==> src/rtl/xc_sha3_pkg.sv <==
// Shared definitions for the sequential SHA3 lane-index walker.
//   mode_e   : walk pattern (SCAN / ROW / CHAIN; encoding 3 folds into SCAN)
//   state_e  : walker FSM state (IDLE / RUN)
//   mod_dim  : narrow compare-and-subtract reduction, valid for v < 8*d
package xc_sha3_pkg;

  typedef enum logic [1:0] {
    MODE_SCAN  = 2'd0,
    MODE_ROW   = 2'd1,
    MODE_CHAIN = 2'd2
  } mode_e;

  typedef enum logic {
    ST_IDLE = 1'b0,
    ST_RUN  = 1'b1
  } state_e;

  // Coordinate width (DIM <= 7) and raw lane-index width (DIM*DIM-1 <= 48).
  localparam int CW = 3;
  localparam int IW = 8;

  // Three conditional subtracts (4d, 2d, d) bring anything below 8*d into
  // [0, d). Every caller stays below 5*d, so no divider is needed.
  function automatic logic [CW-1:0] mod_dim(input logic [7:0] v, input logic [7:0] d);
    logic [7:0] r;
    r = v;
    if (r >= {d[5:0], 2'b00}) r = r - {d[5:0], 2'b00};
    if (r >= {d[6:0], 1'b0})  r = r - {d[6:0], 1'b0};
    if (r >= d)               r = r - d;
    return r[CW-1:0];
  endfunction

endpackage

==> src/rtl/xc_sha3_lane_step.sv <==
// Combinational step of the lane walk: given the current coordinate and the
// latched mode/offset, produce this element's lane index and the next (x,y).
//   mode    : latched walk mode (MODE_SCAN / MODE_ROW / MODE_CHAIN)
//   x, y    : current coordinate, both already < DIM
//   xoff    : latched x offset, already < DIM
//   idx     : lane index of the current element (unshifted)
//   nx, ny  : coordinate of the following element
module xc_sha3_lane_step
  import xc_sha3_pkg::*;
#(
  parameter int DIM = 5
) (
  input  logic [1:0]    mode,
  input  logic [CW-1:0] x,
  input  logic [CW-1:0] y,
  input  logic [CW-1:0] xoff,
  output logic [IW-1:0] idx,
  output logic [CW-1:0] nx,
  output logic [CW-1:0] ny
);

  localparam logic [7:0] D8 = 8'(DIM);

  logic [CW-1:0] xs;
  logic [CW-1:0] chain_y;
  logic [7:0]    row_base;
  logic          x_wrap;

  always_comb begin
    // x+xoff < 2*DIM; 2x+3y < 5*DIM -- both inside mod_dim's range.
    xs       = mod_dim(8'(x) + 8'(xoff), D8);
    chain_y  = mod_dim(8'(x) * 8'd2 + 8'(y) * 8'd3, D8);
    row_base = 8'(y) * D8;
    x_wrap   = (8'(x) == D8 - 8'd1);

    idx = (mode == MODE_CHAIN) ? 8'(x) + row_base : 8'(xs) + row_base;

    nx = x_wrap ? '0 : x + CW'(1);
    ny = y;
    case (mode)
      MODE_CHAIN: begin
        nx = y;
        ny = chain_y;
      end
      MODE_ROW: ;
      default: begin
        // y may step to DIM after the final element; it is never emitted.
        if (x_wrap) ny = y + CW'(1);
      end
    endcase
  end

endmodule

==> src/rtl/xc_sha3_lane_seq.sv <==
// Sequential Keccak lane-index walker. A start in IDLE latches the
// configuration; one scaled lane index is then offered per valid/ready
// handshake until the element flagged out_last is taken.
//   clock, reset       : rising-edge clock, async active-low reset
//   start              : begin a walk (sampled in IDLE only)
//   mode               : 0 SCAN, 1 ROW, 2 CHAIN, 3 treated as SCAN
//   xoff, x0, y0       : offsets / start coordinate, reduced mod DIM at latch
//   shamt              : left shift applied to each emitted index
//   busy               : walk in progress
//   out_valid/out_ready: output handshake
//   out_idx, out_last  : scaled lane index and final-element flag
//   done               : one-cycle pulse after the final handshake
module xc_sha3_lane_seq
  import xc_sha3_pkg::*;
#(
  parameter int XLEN = 32,
  parameter int DIM  = 5,
  parameter int SHW  = 2
) (
  input  logic            clock,
  input  logic            reset,
  input  logic            start,
  input  logic [1:0]      mode,
  input  logic [2:0]      xoff,
  input  logic [2:0]      x0,
  input  logic [2:0]      y0,
  input  logic [SHW-1:0]  shamt,
  output logic            busy,
  output logic            out_valid,
  input  logic            out_ready,
  output logic [XLEN-1:0] out_idx,
  output logic            out_last,
  output logic            done
);

  localparam int             CNTW       = $clog2(DIM * DIM);
  localparam logic [7:0]     D8         = 8'(DIM);
  localparam logic [CNTW-1:0] LAST_SCAN  = CNTW'(DIM * DIM - 1);
  localparam logic [CNTW-1:0] LAST_ROW   = CNTW'(DIM - 1);
  localparam logic [CNTW-1:0] LAST_CHAIN = CNTW'(DIM * DIM - 2);

  state_e          state_q, state_d;
  logic [1:0]      mode_q, mode_n;
  logic [CW-1:0]   xoff_q, x_q, y_q;
  logic [CW-1:0]   xoff_n, x0_n, y0_n;
  logic [SHW-1:0]  shamt_q;
  logic [CNTW-1:0] cnt_q, last_cnt;
  logic            done_q;
  logic [IW-1:0]   idx;
  logic [CW-1:0]   nx, ny;
  logic            accept, hs, is_last;

  xc_sha3_lane_step #(.DIM(DIM)) u_step (
    .mode (mode_q),
    .x    (x_q),
    .y    (y_q),
    .xoff (xoff_q),
    .idx  (idx),
    .nx   (nx),
    .ny   (ny)
  );

  // Input reduction at latch time keeps every stored coordinate < DIM.
  always_comb begin
    mode_n = (mode == 2'd3) ? MODE_SCAN : mode;
    xoff_n = mod_dim(8'(xoff), D8);
    x0_n   = mod_dim(8'(x0), D8);
    y0_n   = mod_dim(8'(y0), D8);
  end

  always_comb begin
    case (mode_q)
      MODE_ROW:   last_cnt = LAST_ROW;
      MODE_CHAIN: last_cnt = LAST_CHAIN;
      default:    last_cnt = LAST_SCAN;
    endcase
  end

  assign accept  = (state_q == ST_IDLE) && start;
  assign hs      = out_valid && out_ready;
  assign is_last = (cnt_q == last_cnt);

  always_ff @(posedge clock or negedge reset) begin
    if (!reset) state_q <= ST_IDLE;
    else        state_q <= state_d;
  end

  always_comb begin
    state_d = state_q;
    case (state_q)
      ST_IDLE: if (start)         state_d = ST_RUN;
      ST_RUN:  if (hs && is_last) state_d = ST_IDLE;
      default:                    state_d = ST_IDLE;
    endcase
  end

  always_ff @(posedge clock or negedge reset) begin
    if (!reset) begin
      mode_q  <= MODE_SCAN;
      xoff_q  <= '0;
      shamt_q <= '0;
      x_q     <= '0;
      y_q     <= '0;
      cnt_q   <= '0;
      done_q  <= 1'b0;
    end else begin
      done_q <= hs && is_last;
      if (accept) begin
        mode_q  <= mode_n;
        xoff_q  <= xoff_n;
        shamt_q <= shamt;
        cnt_q   <= '0;
        x_q     <= (mode_n == MODE_CHAIN) ? x0_n : '0;
        y_q     <= (mode_n == MODE_SCAN)  ? '0   : y0_n;
      end else if (hs) begin
        x_q   <= nx;
        y_q   <= ny;
        cnt_q <= cnt_q + CNTW'(1);
      end
    end
  end

  // Outputs decode from registers only, so they hold while a stall persists.
  // The index is widened before shifting so no bits fall off for XLEN >= 8.
  assign busy      = (state_q == ST_RUN);
  assign out_valid = (state_q == ST_RUN);
  assign out_last  = out_valid && is_last;
  assign out_idx   = out_valid ? (XLEN'(idx) << shamt_q) : '0;
  assign done      = done_q;

endmodule
==> config.mk <==
export PLATFORM = sky130hd
export DESIGN_NAME = xc_sha3_lane_seq
export DESIGN_NICKNAME = d
export VERILOG_FILES = /design/src/rtl/xc_sha3_pkg.sv /design/src/rtl/xc_sha3_lane_step.sv /design/src/rtl/xc_sha3_lane_seq.sv
export SDC_FILE = /design/constraint.sdc
export NUM_CORES = 1
export LEC_CHECK = 0
export CAP_MARGIN = 0
export CORE_ASPECT_RATIO = 1.4
export CORE_MARGIN = 1.5
export CORE_UTILIZATION = 34
export CTS_CLUSTER_DIAMETER = 100
export DETAILED_ROUTE_END_ITERATION = 10
export GPL_TIMING_DRIVEN = 0
export PLACE_DENSITY_LB_ADDON = 0.1
export REMOVE_ABC_BUFFERS = 1
export SYNTH_ARGS = -nofsm -noshare
export SYNTH_HDL_FRONTEND = slang
export SYNTH_SLANG_ARGS = --single-unit
==> constraint.sdc <==
create_clock -name clock -period 6.7 [get_ports clock]
set_input_delay 1.675 -clock clock [delete_from_list [all_inputs] [get_ports clock]]
set_output_delay 1.675 -clock clock [all_outputs]
set_load 0.02 [all_outputs]
After elaboration in Yosys (flattened, before gate mapping)
Cells that the tools add are included.

Register bits: 20. Output and inout port bits: 36.

Add/subtract/negate cells: 16. Multipliers: 2. Magnitude comparators: 9. Equal/unequal tests: 7. Shift operators: 1. Multiplexer cells: 28. Bitwise gates (word level): 1. Reductions and logical operators: 8.

Operators by type and width (number): two-way mux 3 bit (14); two-way mux 8 bit (5); two-way mux 32 bit (1); left shift 8 x 2 -> 32 bit (1); greater-or-equal comparator 8 x 3 -> 1 bit, second input constant (2); greater-or-equal comparator 8 x 4 -> 1 bit, second input constant (2); greater-or-equal comparator 8 x 5 -> 1 bit, second input constant (2); subtractor 8 x 4 -> 8 bit, second input constant (2); subtractor 8 x 5 -> 8 bit, second input constant (2); subtractor 3 bit, second input constant (5); adder 3 x 6 -> 7 bit (2); two-way mux 5 bit (2); one-hot mux 5 bit (2 select lines) (1); greater-or-equal comparator 3 bit, second input constant (3); adder 3 x 1 -> 3 bit, second input constant (2); adder 4 x 5 -> 6 bit (1); == test 2 bit, second input constant (3); multiplier 3 x 3 -> 6 bit, second input constant (1); one-hot mux 3 bit (2 select lines) (1); adder 5 x 1 -> 5 bit, second input constant (1); == test 5 bit (1); multiplier 3 x 2 -> 5 bit, second input constant (1); adder 3 x 3 -> 4 bit (1); logical AND 1 bit (4); 11 further kinds (12).

Logic depth before layout (Yosys ltp)
Depth after elaboration: 11. Mapped depth: 22.

Modules after synthesis
Synthesis repeated with hierarchy kept, for this count alone.

Cells, all modules: 353. Area total of the unflattened synthesis: 2934.1 sq um.

Modules (own cells, without submodules): xc_sha3_lane_seq (instances 1, cells each 178, area an instance 1632.8 sq um); xc_sha3_lane_step (instances 1, cells each 175, area an instance 1301.2 sq um).

Worst setup path before layout
OpenSTA, ideal clock, no wires.

Path type: flip-flop to output port. From: register x_q[0]. To: output port out_idx[6]. Arrival: 4.187 ns. Required time: 5.025 ns. Setup slack: 0.838 ns. Stages on the path, launching flop included: 22. Path buffers: 0. Cells stage by stage: dfrtp_1 -> ha_1 -> fa_1 -> xnor2_1 -> ha_1 -> nand2_1 -> a211oi_1 -> a21oi_1 -> ha_1 -> nor2b_1 -> o21ai_1 -> xnor2_1 -> o21ai_0 -> ha_1 -> inv_1 -> fa_1 -> nor2b_1 -> o21ai_0 -> xor2_1 -> o21ai_0 -> or2_2 -> o211a_1.

Longest elaborated chain between the ends: 11. Elaborated cells between the ends (all ways): 15. Classes of those cells: add/sub (6); order compare (3); shift (1); mux (5).

Ends and longest elaborated chain: start: declaration (RTL line xc_sha3_lane_seq.sv:44) `logic [CW-1:0] xoff_q, x_q, y_q;`; start signal: assignment (RTL line xc_sha3_lane_seq.sv:113) `x_q <= (mode_n == MODE_CHAIN) ? x0_n : '0;`; start signal: assignment (RTL line xc_sha3_lane_seq.sv:116) `x_q <= nx;`; adder 3 x 3 -> 4 bit (RTL line xc_sha3_lane_step.sv:31) `xs = mod_dim(8'(x) + 8'(xoff), D8);`; subtractor 8 x 5 -> 8 bit or greater-or-equal comparator 8 x 5 -> 1 bit (tied branches) (RTL line xc_sha3_pkg.sv:27) `if (r >= {d[5:0], 2'b00}) r = r - {d[5:0], 2'b00};`; two-way mux 8 bit (RTL line xc_sha3_pkg.sv:27); subtractor 8 x 4 -> 8 bit or greater-or-equal comparator 8 x 4 -> 1 bit (tied branches) (RTL line xc_sha3_pkg.sv:28) `if (r >= {d[6:0], 1'b0}) r = r - {d[6:0], 1'b0};`; two-way mux 8 bit (RTL line xc_sha3_pkg.sv:28); greater-or-equal comparator 8 x 3 -> 1 bit or subtractor 3 bit (tied branches) (RTL line xc_sha3_pkg.sv:29) `if (r >= d) r = r - d;`; two-way mux 3 bit (RTL line xc_sha3_pkg.sv:29); adder 3 x 6 -> 7 bit (RTL line xc_sha3_lane_step.sv:36) `idx = (mode == MODE_CHAIN) ? 8'(x) + row_base : 8'(xs) + row_base;`; two-way mux 8 bit (*) (RTL line xc_sha3_lane_step.sv:36); left shift 8 x 2 -> 32 bit (*) (RTL line xc_sha3_lane_seq.sv:128) `assign out_idx = out_valid ? (XLEN'(idx) << shamt_q) : '0;`; two-way mux 32 bit (*) (RTL line xc_sha3_lane_seq.sv:128); end: declaration (RTL line xc_sha3_lane_seq.sv:31) `output logic [XLEN-1:0] out_idx,`.

Every way passes the cells marked *; elsewhere a longest branch is shown, timed or not.

Worst setup path in the final report
From: register x_q[0]. To: output port out_idx[2].

The elaborated chain is that of the path after synthesis.

==> results.ini <==
[run_status]
status = complete, no violations

[global_route]
met2_usage_pct = 28.4
first_global_vias = 2249
busiest_layer = met2
grt_overflow = 0
grt_usage_pct = 14.4
grt_max_degree = 22
grtUsageMet1_pct = 16.4
antenna_found_initial = 0
use_met3_pct = 1.09
grt_pass1_wl_mm = 10.1

[floorplan]
die_w_um = 78.8
coreArea_um2 = 7800
die_h_um = 109
initial_core_util_pct = 35.1
die-area_um2 = 8600
boundaryPins = 53
rows = 38

[clock_tree]
clk_path_buf_depth = 2
cts.clk_slew.worst_paths_ns = 0.08
cts-htree-levels = 1
clk_latency_ns = 0.26
cts_root_buf = clkbuf_8
cts_tree = done
cts.sinks = 20
numCtsBuffers = 3

[hold_path]
whs_path_depth = 2
hold_class = flop to flop
hold_path.startpoint = xoff_q[0]$_DFFE_PN0P_
min_to = xoff_q[0]$_DFFE_PN0P_

[yosys]
synth_seq_area_share_pct = 18.3
syn_area_per_cell_um2 = 7.82
synth.ff_latch_count = 20
yosysUniqueCellTypes = 58
yosys.area.top_type = dfrtp_1
yosys_warnings = 0
syn_inst = 350
synth_top_cell_area_share_pct = 18.3
synth.area.top_cells = dfrtp_1, ha_1, buf_4
synth_edf_count = 0
syn_area_um2 = 2740
ys_async_sr_fraction_pct = 100
ys.flop_type = dfrtp_1

[sta]
hold_slack_ns = 0.489
setup_slack_ns = 0.407
fin_crit_sh_pct = 93.9
tightest_slew_ns = 0.929
rsz0062_at_grt = no
fin_skew_ns = 0.00671
fin_crit_ns = 6.29
relSlewSlack_pct = 37.9
maxSlewViolCount = 0
clock.fmax_ghz = 0.159
setup_violations = 0
hold_violations = 0
tns_ns = 0

[layout]
drive_above_1_share_pct = 6.47
syn_to_final_growth_pct = 13.9
finish.utilization_pct = 40.0
nNetsFinal = 430
diodes = 0

[detailed_routing]
drt_iter0_markers = 87
vias_per_cell = 5.15
drc = 0
wire_per_inst_um = 12.7
drtPass1Iterations = 4
vias = 2427
ant_nets = 0
wirelength_mm = 5.99

[worst_setup_path]
worstSetupStartpointType = flop
cp.arrival_ns = 4.62
end_kind = output port
r2r_setup_slack_ns = 1.54
crit_type = flop to output port
crit_required_ns = 5.03
cp_max_fo = 6
r2r-start = y_q[1]$_DFFE_PN0P_
ff2ff_path_depth = 18
regToRegEndpoint = y_q[0]$_DFFE_PN0P_

[flow_run]
drv_cap = 0

[place]
io_buffers = 30
dpl.hpwl_mm = 4.83
gp_congestion = 0.768
pre_cts_ws_ns = -0.222

[timing repair]
action                     CTS  global route
hold buffers                 0             0
setup endpoints to repair    8             8
buffers inserted             1             0
pin swaps                    1             0
gates resized for setup      9            20
[metal layers]
metal | routed length [um] | vias up | share of wire [%]
li1 | - | 1242 | -
met1 | 2580 | 1142 | 43
met2 | 3230 | 41 | 54
met3 | 136 | 2 | 2.3
met4 | 35 | 0 | 0.58
met5 | 0 | - | 0
[Yosys cell counts, types with 2 or more instances]
| library cell | instances |
|---|---|
| nand2b_1 | 4 |
| ha_1 | 36 |
| nor2b_1 | 6 |
| nand3_1 | 9 |
| mux2_2 | 2 |
| a311o_1 | 2 |
| inv_1 | 32 |
| clkbuf_1 | 11 |
| nor2_1 | 18 |
| nand3b_1 | 2 |
| buf_4 | 23 |
| nor3_1 | 4 |
| nand2_1 | 40 |
| or3_1 | 3 |
| and2_1 | 4 |
| a21o_1 | 4 |
| dfrtp_1 | 20 |
| fa_1 | 5 |
| o21ai_1 | 4 |
| o211ai_1 | 6 |
| xor2_1 | 5 |
| o32ai_1 | 2 |
| nand4_1 | 5 |
| a31oi_1 | 2 |
| a21oi_1 | 18 |
| a221oi_1 | 3 |
| o31ai_1 | 2 |
| nor3b_1 | 3 |
| a211o_1 | 2 |
| mux2i_1 | 5 |
| o211a_1 | 3 |
| and3_1 | 3 |
| a211oi_1 | 4 |
| xnor2_1 | 3 |
| o21ai_0 | 32 |
[final cells by class]
class                   instances  area [um2]
clock buffers                   3        41.3
clock inverters                 1        30.0
fillers                       816        4680
inverters                      32         120
multi-input cells             284        2010
flip-flops and latches         20         502
well taps                     100         125
repair buffers                 31         288
[flip-flops by register name (all words and copies together) (netlist names)]
| signal | cells |
|---|---|
| busy | 1 |
| y_q | 3 |
| xoff_q | 3 |
| done | 1 |
| mode_q | 2 |
| cnt_q | 5 |
| shamt_q | 2 |
| x_q | 3 |
[through the flow]
step	instance area, um2	instances
floorplan	2600	336
global placement	3020	466
detailed placement	3020	466
CTS	3110	471
global route	3120	471
finish	3120	471
[critical path: stages, from the launching register on]
cell             delay (ns)
dfrtp_2                0.48
ha_1                   0.24
fa_2                   0.60
ha_1                   0.19
nand2_1                0.07
a211oi_2               0.23
a21oi_2                0.07
ha_1                   0.22
nor2b_1                0.14
o21ai_2                0.17
xnor2_1                0.10
o21ai_1                0.13
ha_1                   0.18
inv_1                  0.05
fa_1                   0.39
xor2_1                 0.18
o211ai_1               0.15
and3_1                 0.17
clkdlybuf4s50_1        0.60
[how the worst max path moves through the flow]
stage / start / to / slack, ns
after CTS: x_q[0]$_DFFE_PN0N_ / out_idx[6] / 0.02
after floorplan: x_q[0]$_DFFE_PN0N_ / out_idx[6] / 0.84
after global placement: x_q[0]$_DFFE_PN0N_ / out_idx[6] / -0.14
final: x_q[0]$_DFFE_PN0N_ / out_idx[2] / 0.41
after detailed placement: x_q[0]$_DFFE_PN0N_ / out_idx[6] / -0.22
after global routing: x_q[0]$_DFFE_PN0N_ / out_idx[6] / 0.03
[cells by family after synthesis]
family / synth area share [%]
buffers and inverters: 12.4
muxes: 2.65
AOI/OAI and AO/OA: 24.6
other: 0.137
adders and majority gates: 20.1
xor gates and xnor gates: 2.56
DFF: 18.3
and+or+nand+nor: 19.3
[cells in the final DEF (no fill, tap or decap), types with 2 or more instances in the layout]
cell and instances:
a211o_1 2, a211oi_1 3, a21o_1 4, a21oi_1 16, a221oi_1 3, a311o_1 2, a31oi_1 2, and2_1 4
and3_1 3, clkbuf_2 5, clkbuf_8 3, clkdlybuf4s50_1 23, conb_1 22, dfrtp_1 19, dlymetal6s2s_1 2, fa_1 4
ha_1 36, inv_1 32, mux2_2 2, mux2i_1 5, nand2_1 40, nand2b_1 4, nand3_1 9, nand3b_1 2
nand4_1 5, nor2_1 18, nor2b_1 6, nor3_1 4, nor3b_1 3, o211a_1 3, o211ai_1 6, o21ai_0 28
o21ai_1 7, o31ai_1 2, o32ai_1 2, or3_1 3, xnor2_1 2, xor2_1 5
Power is left out: the tool's default activity adds up to more than one toggle a clock period on the data nets, which glitch-free logic cannot reach.
